--- config.mk ---
export PLATFORM = sky130hd
export DESIGN_NAME = snitch_dma_req_queue
export DESIGN_NICKNAME = d
export VERILOG_FILES = /design/src/rtl/snitch_dma_req_queue.sv
export SDC_FILE = /design/constraint.sdc
export NUM_CORES = 1
export LEC_CHECK = 0
export ABC_AREA = 0
export CAP_MARGIN = 10
export CORE_MARGIN = 3
export CORE_UTILIZATION = 55
export CTS_CLUSTER_DIAMETER = 150
export DETAILED_ROUTE_END_ITERATION = 16
export GPL_ROUTABILITY_DRIVEN = 0
export GPL_TIMING_DRIVEN = 0
export PLACE_DENSITY = 0.85
export SLEW_MARGIN = 20
export SYNTH_ARGS = -nofsm -noshare
export SYNTH_HDL_FRONTEND = slang
export SYNTH_SLANG_ARGS = --single-unit
--- constraint.sdc ---
create_clock -name clk_i -period 28.4 [get_ports clk_i]
set_input_delay 5.68 -clock clk_i [delete_from_list [all_inputs] [get_ports clk_i]]
set_output_delay 5.68 -clock clk_i [all_outputs]
set_load 0.005 [all_outputs]
--- src/rtl/snitch_dma_req_queue.sv ---
// snitch_dma_req_queue
// Buffers 1D DMA requests from the Xdma offload port, hands out in-order
// transfer IDs, forwards requests to the DMA backend and tracks completions
// so software can poll the most recently retired ID.
// Optional feature macro: DMA_REQ_QUEUE_PERF_EN adds stall and issued-byte
// counters (stall_cycles_o, issued_bytes_o); functional behaviour is unchanged.
//
// Handshake: a transfer on req_* happens when req_valid_i & req_ready_o, and on
// be_* when be_valid_o & be_ready_i; once be_valid_o is high the be_* payload is
// held until be_ready_i. Neither ready depends combinationally on its own valid.
module snitch_dma_req_queue #(
    parameter int unsigned AddrWidth   = 64,
    parameter int unsigned LenWidth    = 32,
    parameter int unsigned IdWidth     = 32,
    parameter int unsigned Depth       = 3,
    parameter int unsigned MaxInflight = 4
) (
    input  logic                 clk_i,
    input  logic                 rst_ni,
    input  logic                 req_valid_i,
    output logic                 req_ready_o,
    input  logic [AddrWidth-1:0] req_src_i,
    input  logic [AddrWidth-1:0] req_dst_i,
    input  logic [LenWidth-1:0]  req_len_i,
    output logic [IdWidth-1:0]   req_tid_o,
    output logic                 be_valid_o,
    input  logic                 be_ready_i,
    output logic [AddrWidth-1:0] be_src_o,
    output logic [AddrWidth-1:0] be_dst_o,
    output logic [LenWidth-1:0]  be_len_o,
    output logic [IdWidth-1:0]   be_tid_o,
    input  logic                 be_done_i,
    output logic [IdWidth-1:0]   last_done_tid_o,
    output logic                 busy_o
`ifdef DMA_REQ_QUEUE_PERF_EN
    ,
    output logic [31:0]          stall_cycles_o,
    output logic [63:0]          issued_bytes_o
`endif
);

    localparam int unsigned PtrW  = (Depth > 1) ? $clog2(Depth) : 1;
    localparam int unsigned CntW  = $clog2(Depth + 1);
    localparam int unsigned RingW = (MaxInflight > 1) ? $clog2(MaxInflight) : 1;
    localparam int unsigned InfW  = $clog2(MaxInflight + 1);

    // Request FIFO storage and bookkeeping
    logic [AddrWidth-1:0] src_mem [Depth];
    logic [AddrWidth-1:0] dst_mem [Depth];
    logic [LenWidth-1:0]  len_mem [Depth];
    logic [IdWidth-1:0]   tid_mem [Depth];
    logic [PtrW-1:0]      wr_ptr_q, rd_ptr_q;
    logic [CntW-1:0]      count_q;

    // IDs of transfers issued to the backend, oldest at ring_rd_q
    logic [IdWidth-1:0]   ring_mem [MaxInflight];
    logic [RingW-1:0]     ring_wr_q, ring_rd_q;
    logic [InfW-1:0]      inflight_q;

    logic [IdWidth-1:0]   next_tid_q;
    logic [IdWidth-1:0]   last_done_q;

    logic empty, full, head_zero, accept, issue, zero_retire, pop, done;

    function automatic logic [PtrW-1:0] ptr_inc(input logic [PtrW-1:0] p);
        return (p == PtrW'(Depth - 1)) ? '0 : p + PtrW'(1);
    endfunction

    function automatic logic [RingW-1:0] ring_inc(input logic [RingW-1:0] p);
        return (p == RingW'(MaxInflight - 1)) ? '0 : p + RingW'(1);
    endfunction

    assign empty     = (count_q == '0);
    assign full      = (count_q == CntW'(Depth));
    assign head_zero = !empty && (len_mem[rd_ptr_q] == '0);

    // Readiness deliberately ignores a same-cycle pop: a full queue refuses pushes.
    assign req_ready_o = !full;
    assign req_tid_o   = next_tid_q;
    assign accept      = req_valid_i && req_ready_o;

    // Zero-length heads are never offered; they retire once nothing is in flight,
    // which keeps retirement strictly in ID order.
    assign be_valid_o  = !empty && !head_zero && (inflight_q < InfW'(MaxInflight));
    assign issue       = be_valid_o && be_ready_i;
    assign zero_retire = head_zero && (inflight_q == '0);
    assign pop         = issue || zero_retire;
    assign done        = be_done_i && (inflight_q != '0);

    assign be_src_o = empty ? '0 : src_mem[rd_ptr_q];
    assign be_dst_o = empty ? '0 : dst_mem[rd_ptr_q];
    assign be_len_o = empty ? '0 : len_mem[rd_ptr_q];
    assign be_tid_o = empty ? '0 : tid_mem[rd_ptr_q];

    assign last_done_tid_o = last_done_q;
    assign busy_o          = !empty || (inflight_q != '0);

    // FIFO payload write; contents are only observed while the entry is occupied
    always_ff @(posedge clk_i) begin
        if (accept) begin
            src_mem[wr_ptr_q] <= req_src_i;
            dst_mem[wr_ptr_q] <= req_dst_i;
            len_mem[wr_ptr_q] <= req_len_i;
            tid_mem[wr_ptr_q] <= next_tid_q;
        end
    end

    // Issued-ID ring write; an entry is read back when its completion arrives
    always_ff @(posedge clk_i) begin
        if (issue) begin
            ring_mem[ring_wr_q] <= tid_mem[rd_ptr_q];
        end
    end

    // FIFO pointers, occupancy and ID allocation
    always_ff @(posedge clk_i or negedge rst_ni) begin
        if (!rst_ni) begin
            wr_ptr_q   <= '0;
            rd_ptr_q   <= '0;
            count_q    <= '0;
            next_tid_q <= IdWidth'(1);
        end else begin
            if (accept) begin
                wr_ptr_q   <= ptr_inc(wr_ptr_q);
                next_tid_q <= next_tid_q + IdWidth'(1);
            end
            if (pop) begin
                rd_ptr_q <= ptr_inc(rd_ptr_q);
            end
            if (accept && !pop) begin
                count_q <= count_q + CntW'(1);
            end else if (!accept && pop) begin
                count_q <= count_q - CntW'(1);
            end
        end
    end

    // In-flight tracking and retirement of completed / zero-length transfers
    always_ff @(posedge clk_i or negedge rst_ni) begin
        if (!rst_ni) begin
            ring_wr_q   <= '0;
            ring_rd_q   <= '0;
            inflight_q  <= '0;
            last_done_q <= '0;
        end else begin
            if (issue) begin
                ring_wr_q <= ring_inc(ring_wr_q);
            end
            if (done) begin
                ring_rd_q   <= ring_inc(ring_rd_q);
                last_done_q <= ring_mem[ring_rd_q];
            end else if (zero_retire) begin
                last_done_q <= tid_mem[rd_ptr_q];
            end
            if (issue && !done) begin
                inflight_q <= inflight_q + InfW'(1);
            end else if (!issue && done) begin
                inflight_q <= inflight_q - InfW'(1);
            end
        end
    end

`ifdef DMA_REQ_QUEUE_PERF_EN
    logic [64:0] bytes_sum;
    assign bytes_sum = {1'b0, issued_bytes_o} + 65'(be_len_o);

    // Saturating stall-cycle and issued-byte counters
    always_ff @(posedge clk_i or negedge rst_ni) begin
        if (!rst_ni) begin
            stall_cycles_o <= '0;
            issued_bytes_o <= '0;
        end else begin
            if (req_valid_i && !req_ready_o && (stall_cycles_o != '1)) begin
                stall_cycles_o <= stall_cycles_o + 32'd1;
            end
            if (issue) begin
                issued_bytes_o <= bytes_sum[64] ? '1 : bytes_sum[63:0];
            end
        end
    end
`endif

`ifndef SYNTHESIS
    // A completion with nothing in flight is a protocol error of the backend
    done_needs_inflight: assert property (@(posedge clk_i) disable iff (!rst_ni)
        be_done_i |-> (inflight_q != '0));
`endif

endmodule

After elaboration in Yosys (flattened, before gate mapping). Memories as Yosys holds them, arrays and structs flattened. Cells that the tools add are included.

$add $sub $neg: 9. Order comparisons: 1. Equal/unequal tests: 5. Multiplexer cells: 18. Reduce and logical (&&, ||, !) cells: 27.

Operator list (count): $mux 32 (4); $mux 64 (2); $add 32x1->32 const B (1); $logic_not 32->1 (1); $mux 2 (6); $logic_and 1x1->1 (11); $add 2x1->2 const B (5); $eq 2x2->1 const B (5); $logic_not 1->1 (7); $mux 3 (2); $reduce_bool 2->1 (3); $mux 1 (4); $add 3x1->3 const B (1); $logic_not 3->1 (1); $lt 3x3->1 const B (1); $reduce_bool 3->1 (1); $sub 3x1->3 const B (1); $logic_not 2->1 (1); $logic_or 1x1->1 (2); $sub 2x1->2 const B (1).

Bits in registers: 77. RAM bits: 704. Input bits: 165. Output and inout port bits: 259. Word-level logic and storage cells: 73. Memories kept: 5.

Memories: dst_mem (depth 3, bits a word 64, rd ports 1, clocked after memory_dff 0, wr ports 1, line 49) `logic [AddrWidth-1:0] dst_mem [Depth];`; src_mem (depth 3, bits a word 64, rd ports 1, clocked after memory_dff 0, wr ports 1, line 48) `logic [AddrWidth-1:0] src_mem [Depth];`; ring_mem (depth 4, bits a word 32, rd ports 1, clocked after memory_dff 0, wr ports 1, line 56) `logic [IdWidth-1:0] ring_mem [MaxInflight];`; len_mem (depth 3, bits a word 32, rd ports 1, clocked after memory_dff 0, wr ports 1, line 50) `logic [LenWidth-1:0] len_mem [Depth];`; tid_mem (depth 3, bits a word 32, rd ports 1, clocked after memory_dff 0, wr ports 1, line 51) `logic [IdWidth-1:0] tid_mem [Depth];`.

Longest topological paths before layout. Gate-level depths: netlist (run 1).

Word-level depth: 11. Depth in mapped cells: 13. Depth with buffers taken out: 11.

Least setup slack after synthesis (run 1). No wires, ideal clock.

Kind: input to register. From: in req_valid_i. To: mem dst_mem[2][0], enable pin. Setup time: 1018 ps. Arrival time: 19703 ps. Required time: 27382 ps. Slack: 7679 ps. Stages on the path: 2. Buffers on the path: 0. Cell sequence: nand2_1 > nor3b_1.

Word-level cells in the longest chain between the ends: 3.

Ends and longest elaborated chain: start, declared (line 20) `input logic req_valid_i,`; $logic_and 1x1->1 (line 80) `assign accept = req_valid_i && req_ready_o;`; $mux 1 (line 100) `if (accept) begin`; $mux 1 (implied by the code) (line 102) `dst_mem[wr_ptr_q] <= req_dst_i;`; end, declared (line 49).

Every way passes these cells.

Worst setup path after layout (run 1).
From: reg rd_ptr_q[1]. To: out be_src_o[42].

Word-level cells in the longest chain between the ends: 2.

Ends and longest elaborated chain: start, declared (line 52) `logic [PtrW-1:0] wr_ptr_q, rd_ptr_q;`; start signal, assigned (line 128) `rd_ptr_q <= ptr_inc(rd_ptr_q);`; $mem_v2 3x64; $mux 64 (line 90) `assign be_src_o = empty ? '0 : src_mem[rd_ptr_q];`; end, declared (line 28) `output logic [AddrWidth-1:0] be_src_o,`.

Every way passes these cells.

==> results of run 1 <==
worst max-delay path: cells and delay by family, from the launching register on:
kind,cells,cell delay (ns)
AOI/OAI and AO/OA,1,0.19
and+or+nand+nor,1,0.27
DFF,1,0.33
buffers and inverters,6,3.19
power groups by stage:
| stage | Combinational, mW | Sequential [mW] | Clock, mW |
|---|---|---|---|
| final | 1.62 | 1.62 | 1.03 |
| after detailed placement | 1.60 | 1.63 | 0 |
| after global routing | 1.74 | 1.63 | 1.09 |
| after floorplan | 0.762 | 1.70 | 0 |
| after CTS | 1.64 | 1.61 | 1.04 |
| after global placement | 1.50 | 1.76 | 0 |
final cells by class:
type                       count  area, µm²  share of cell area [%]
clock inverter                42        455                    1.18
antenna                        8       20.0                  0.0517
buffer                       103        449                    1.16
multi-input combinational    979       6630                    17.1
sequential                   781      23100                    59.6
inverter                      38        143                   0.368
timing repair buffer         487       4990                    12.9
tap                          696        871                    2.25
clock buffer                 103       2100                    5.42
path summary, 6_finish.rpt:
path	startpoint	to	cells after the start
setup / recovery	rd_ptr_q[1]	be_src_o[42]	8
max in group asynchronous	rst_ni	req_tid_o[0]	2
hold / removal	last_done_tid_o[13]	last_done_tid_o[13]	1
setup reg to reg	rd_ptr_q[1]	inflight_q[2]	12
hold reg to reg	last_done_tid_o[13]	last_done_tid_o[13]	1
min in group asynchronous	rst_ni	last_done_tid_o[24]	1
cell usage in the layout (no fill, tap or decap), drive strengths merged:
cell type,count
edfxtp,704
clkdlybuf4s50,422
nor2,395
mux2i,192
clkbuf,171
a21oi,160
buf,100
dfrtp,76
inv,42
mux2,35
mux4,32
a221o,32
clkinv,25
nand2,23
xnor2,23
nand4,15
xor2,14
nand3,12
diode,8
ha,8
bufinv,8
and2,7
and3,6
nor3,6
clkinvlp,5
nor2b,4
a21o,3
nor4,3
and4,2
o21ai,2
a2111oi,1
nand4b,1
nor3b,1
a211oi,1
fa,1
dfstp,1
cells in the mapped netlist (all sizes together) (12+ instances only):
| cell type | instances | area (µm²) |
|---|---|---|
| inv | 37 | 139 |
| nand4 | 15 | 93.8 |
| a221o | 32 | 320 |
| nand3 | 12 | 60.1 |
| mux2i | 192 | 1920 |
| clkbuf | 68 | 255 |
| xor2 | 14 | 123 |
| nor2 | 395 | 1480 |
| edfxtp | 704 | 21100 |
| buf | 35 | 194 |
| dfrtp | 76 | 1900 |
| nand2 | 23 | 86.3 |
| mux4 | 32 | 721 |
| mux2 | 35 | 394 |
| a21oi | 160 | 801 |
| xnor2 | 23 | 201 |
through the flow:
stage | cells | cell area, µm²
floorplan | 1901 | 30300
global placement | 3020 | 35400
detailed placement | 3084 | 36100
CTS | 3229 | 38700
global route | 3237 | 38700
finish | 3237 | 38700
state kept, by name, summed over array words and instances (netlist names):
name,count
dst_mem,192
src_mem,192
ring_mem,128
len_mem,96
tid_mem,96
last_done_tid_o,32
req_tid_o,32
inflight_q,3
count_q,2
rd_ptr_q,2
ring_rd_q,2
ring_wr_q,2
wr_ptr_q,2
routing by layer:
metal | part of all wire [%] | global-route usage (%) | wire length, µm | vias up
met5 | 0.12 | 0 | 93 | -
met4 | 4.1 | 11.3 | 3180 | 12
met3 | 8.3 | 6.76 | 6460 | 191
met2 | 51 | 46.0 | 39900 | 900
met1 | 36 | 32.4 | 27800 | 9318
li1 | - | - | - | 8225
logic make-up (layout without fill, tap and decap cells):
group / Yosys count / in the layout
DFF: 781 / 781
and+or+nand+nor: 475 / 475
muxes: 259 / 259
AOI/OAI and AO/OA: 199 / 199
buffers and inverters: 141 / 773
xor gates and xnor gates: 37 / 37
adders and majority gates: 9 / 9
other: 0 / 8
==> metrics, run 1 <==
clock power share=24.1%; Mean Syn Cell Area=15.9 µm²; # rows=85; switching share of total power=32.5%; area delta synth->final=27.9%; GRT Util Overall=26.7%; fill count=3,147; Clock transition at path regs=0.06 ns; Rel. slew slack=30.3%; Hold WC Path Type=reg2reg; slowest stage cell, crit path=clkbuf_1; first-pass detailed-route iteration total=7; I/O Buffers=423; Post-synth top flop=edfxtp_1; CTS max path bufs=3; fin util=71.5%; Fin. Hold Viols=0; largest net degree at the start of global routing=44; chip height=241 µm; die area=57,900 µm²; CTS Buf Count=79; DR vias/cell=5.76; CP peak stage delay=0.78 ns; max cap viols=0; dpl hpwl=53,200 µm; Seq cells post-synth=781; Die W=241 µm; crit path capture type=output port; CTS hold repair buffers=0; Comb pwr share=38.0%; Skew-Pair Late Insertion Delay=0.62 ns; largest family of logic cells by synthesized area=multiplexers; complex-gate fraction of the synthesized area=3.89%; Max Fclk=97.0 MHz; core area=54,100 µm²; detailed router's first-iteration violation count=1,390; Sink Count=781; Yosys cell types=36; max-slew violations=0; worst reg-to-reg setup slack=24.51 ns; Post-Synth XOR/XNOR Area=1.07%; P_leak=14.1 nW; Starting Density=55.9%; Resize count post-CTS=0; synthesis warning total=0; Final Power=4.27 mW; skew final=0.0274 ns; post-route minimum period=10.31 ns; Worst Slack Setup Final=18.09 ns; setup_tns=0 ns; most frequent CP cell=clkbuf_1; root buffer cell=clkbuf_16; post-synthesis cell count=1,901; GRT overflow=0; mux contribution to synthesized area=10.0%; RSZ-0062 raised after global routing=false; syn_nets=2,075; Crit Path Max Fanout=10; post-synthesis sequential area ratio=76.2%; share of flip-flops with an asynchronous set or reset=9.86%; H-tree depth=3; share of post-route cells with drive strength above 1=10.5%; DRT Wirelength=77,400 µm; P_sw=1.39 mW; vias in the first global route=19,342; hold slack=0.506 ns; DR vias=18,646; first-pass GRT wire length=116,000 µm; Post-Syn Area=30,300 µm²; wire per inst=23.9 µm; Req. time, crit path=22.72 ns; measured slew at the worst slew-check pin=1.04 ns; nets=2,643; DP Worst Slack=18.72 ns; Worst setup SP type=register; Synth Area in Adders=0.397%; EDFF count, synth=704; CTS tree=built; register share of total power=37.8%; crit path kind=reg2out; DR DRC count=0; crit share post-route=36.3%; VDD IR-drop max=86.0 µV; Worst EP arrival=4.63 ns; initial antenna violation count=14; Detail Route Antenna Nets=0; status=completed; Setup Buffers After CTS=0; number of I/O pins=424; count of final setup violators=0; P_int=2.88 mW; Power Density=110 nW/µm²; critical path, cell by cell=clkbuf_1, clkbuf_1, buf_1, clkbuf_1, clkbuf_1, a21oi_1, nor2_1, clkdlybuf4s50_1; post-synthesis simple-gate area fraction=6.44%
Power figures use the tool's default switching activity.
==> run 2: changes to the inputs <==
--- a/config.mk
+++ b/config.mk
@@ -8,12 +8,12 @@
 export ABC_AREA = 0
 export CAP_MARGIN = 10
 export CORE_MARGIN = 3
-export CORE_UTILIZATION = 55
+export CORE_UTILIZATION = 49
 export CTS_CLUSTER_DIAMETER = 150
 export DETAILED_ROUTE_END_ITERATION = 16
 export GPL_ROUTABILITY_DRIVEN = 0
 export GPL_TIMING_DRIVEN = 0
-export PLACE_DENSITY = 0.85
+export PLACE_DENSITY = 0.81
 export SLEW_MARGIN = 20
 export SYNTH_ARGS = -nofsm -noshare
 export SYNTH_HDL_FRONTEND = slang
==> constraint.sdc (replaced) <==
create_clock -name clk_i -period 8.9 [get_ports clk_i]
set_input_delay 1.78 -clock clk_i [delete_from_list [all_inputs] [get_ports clk_i]]
set_output_delay 1.78 -clock clk_i [all_outputs]
set_load 0.005 [all_outputs]
==> run 2 against run 1 <==
Hold slack lost 0.0075 ns. Register-to-register slack lost 19 ns. Sequential cell count is the same. Die area grew 12%. Highest routed layer unchanged. Wire length shrank 4.9%. Non-clock buffer count shrank 17. Worst setup slack lost 15 ns. Critical path type unchanged. Utilization shrank 7.5 points. Via count shrank 3.1%. Sequential share of layout area shrank 0.21 points. Clock power grew to 3.1 times the previous value. First-iteration DRC count shrank 11%.
==> metrics, run 2 (synthesis results as in run 1) <==
I/O Buffers=423 (unchanged); area delta synth->final=28.4%; Worst EP arrival=4.52 ns (-0.11 ns); fill count=3,988 (+27%); Reg area=23,100 µm² (unchanged); Fin. Hold Viols=0 (unchanged); switching share of total power=31.9% (-0.57 points); Req. time, crit path=7.12 ns (-15.60 ns); Detail Route Antenna Nets=0 (unchanged); Top Registers=dst_mem: 192 flops, src_mem: 192 flops, ring_mem: 128 flops; max cap viols=0 (unchanged); root buffer cell=clkbuf_16; Worst setup SP type=register; Power Density=347 nW/µm² (+210%); status=completed; crit share post-route=70.8%; Worst Slack Setup Final=2.60 ns (-15.49 ns); clock power share=23.8% (-0.3 points); detailed router's first-iteration violation count=1,234 (-11%); first-pass GRT wire length=111,000 µm (-4.3%); die area=64,800 µm² (+12%); P_sw=4.30 mW (+210%); largest net degree at the start of global routing=44 (unchanged); Area after DPL=36,300 µm² (+0.50%); register share of total power=38.1% (+0.3 points); P_leak=14.0 nW (-0.28%); CTS Buf Count=77 (-2.5%); wire per inst=22.3 µm (-6.6%); RSZ-0062 raised after global routing=false; DR DRC count=0 (unchanged); Skew-Pair Late Insertion Delay=0.62 ns (about the same); Rel. slew slack=33.6% (+3.3 points); measured slew at the worst slew-check pin=0.996 ns (-0.0454 ns); GRT overflow=0 (unchanged); CTS tree=built; Crit Path Max Fanout=10 (unchanged); Hold WC Path Type=reg2reg; P_int=9.19 mW (+220%); max-slew violations=0 (unchanged); GRT Util Overall=22.6% (-4.1 points); most common cell after layout, fill and taps aside=edfxtp_1; CTS max path bufs=3 (unchanged); crit path kind=reg2out; number of I/O pins=424 (unchanged); core area=60,700 µm² (+12%); nets=2,624 (-0.72%); CTS hold repair buffers=0 (unchanged); share of post-route cells with drive strength above 1=9.87% (-0.63 points); # rows=90 (+5.9%); DR vias=18,065 (-3.1%); chip height=255 µm (+5.8%); Clock transition at path regs=0.06 ns (about the same); fin area=38,900 µm² (+0.35%); H-tree depth=3 (unchanged); most frequent cells in the layout=edfxtp_1 (704), clkdlybuf4s50_1 (422), nor2_1 (394); dpl hpwl=51,900 µm (-2.4%); initial antenna violation count=10 (-4); vias in the first global route=18,930 (-2.1%); skew final=0.0201 ns (-0.00723 ns); Setup Buffers After CTS=0 (unchanged); Resize count post-CTS=0 (unchanged); first-pass detailed-route iteration total=7 (unchanged); VDD IR-drop max=268 µV (+210%); DR vias/cell=5.48 (-4.9%); Sink Count=781 (unchanged); Comb pwr share=38.1% (about the same); Max Fclk=159 MHz; Starting Density=49.9% (-6.0 points); DP Worst Slack=3.11 ns (-15.61 ns); post-route minimum period=6.30 ns; Multi-input gate area=6640 µm² (+0.19%); count of final setup violators=0 (unchanged); Die W=255 µm (+5.8%); crit path capture type=output port; fin util=64.0% (-7.5 points); Final Power=13.5 mW (+220%); DRT Wirelength=73,700 µm (-4.9%)
run 2: power by group through the flow:
stage                     Sequential (mW)  Combinational (mW)  Clock (mW)
after floorplan                      5.30                2.43           0
after global placement               5.42                4.81           0
after detailed placement             5.21                5.14           0
after CTS                            5.14                5.20        3.26
after global routing                 5.19                5.56        3.40
final                                5.14                5.14        3.21
run 2: per-stage QoR:
| stage | instances | setup TNS (ns) | hold WS, ns |
|---|---|---|---|
| 6_report | 3298 | 0 | 0.499 |
| 3_3_place_gp | 3106 | -3056.58 | 0.483 |
| 3_5_place_dp | 3153 | 0 | 0.491 |
| 2_1_floorplan | 1901 | -408.53 | 0.464 |
| 4_1_cts | 3294 | 0 | 0.505 |
| 5_1_grt | 3297 | 0 | 0.521 |
run 2: worst max-delay path, stage by stage (launching register included):
cell             delay (ns)
dfrtp_1                0.32
clkbuf_1               0.18
clkbuf_1               0.61
buf_1                  0.49
clkbuf_1               0.79
clkbuf_1               0.57
a21oi_1                0.23
nor2_1                 0.17
clkdlybuf4s50_1        0.54
run 2: area by class of cell:
type | instances | share of cell area [%]
multi-input combinational | 979 | 17.1
buffer | 103 | 1.16
sequential | 781 | 59.4
clock inverter | 45 | 1.12
tap | 782 | 2.52
inverter | 38 | 0.367
timing repair buffer | 470 | 13.0
clock buffer | 96 | 5.36
antenna | 4 | 0.0258
run 2: path summary, 6_finish.rpt:
check	startpoint	to	slack (ns)	depth (start not counted)
max	rd_ptr_q[1]	be_dst_o[12]	2.60	8
min	count_q[1]	count_q[1]	0.50	1
max reg2reg	rd_ptr_q[1]	inflight_q[2]	5.17	12
min reg2reg	count_q[1]	count_q[1]	0.50	1
max in group asynchronous	rst_ni	req_tid_o[0]	7.11	2
min in group asynchronous	rst_ni	last_done_tid_o[27]	1.13	1
run 2: layer usage:
metal  routed length [µm]  part of all wire (%)  GRT usage [%]  vias to the layer above
met5                   35                 0.048              0                        -
met4                 2560                   3.5           8.50                        6
met3                 6000                   8.1           6.15                      158
met2                37500                    51           39.0                      735
met1                27500                    37           27.4                     8992
li1                     -                     -              -                     8174
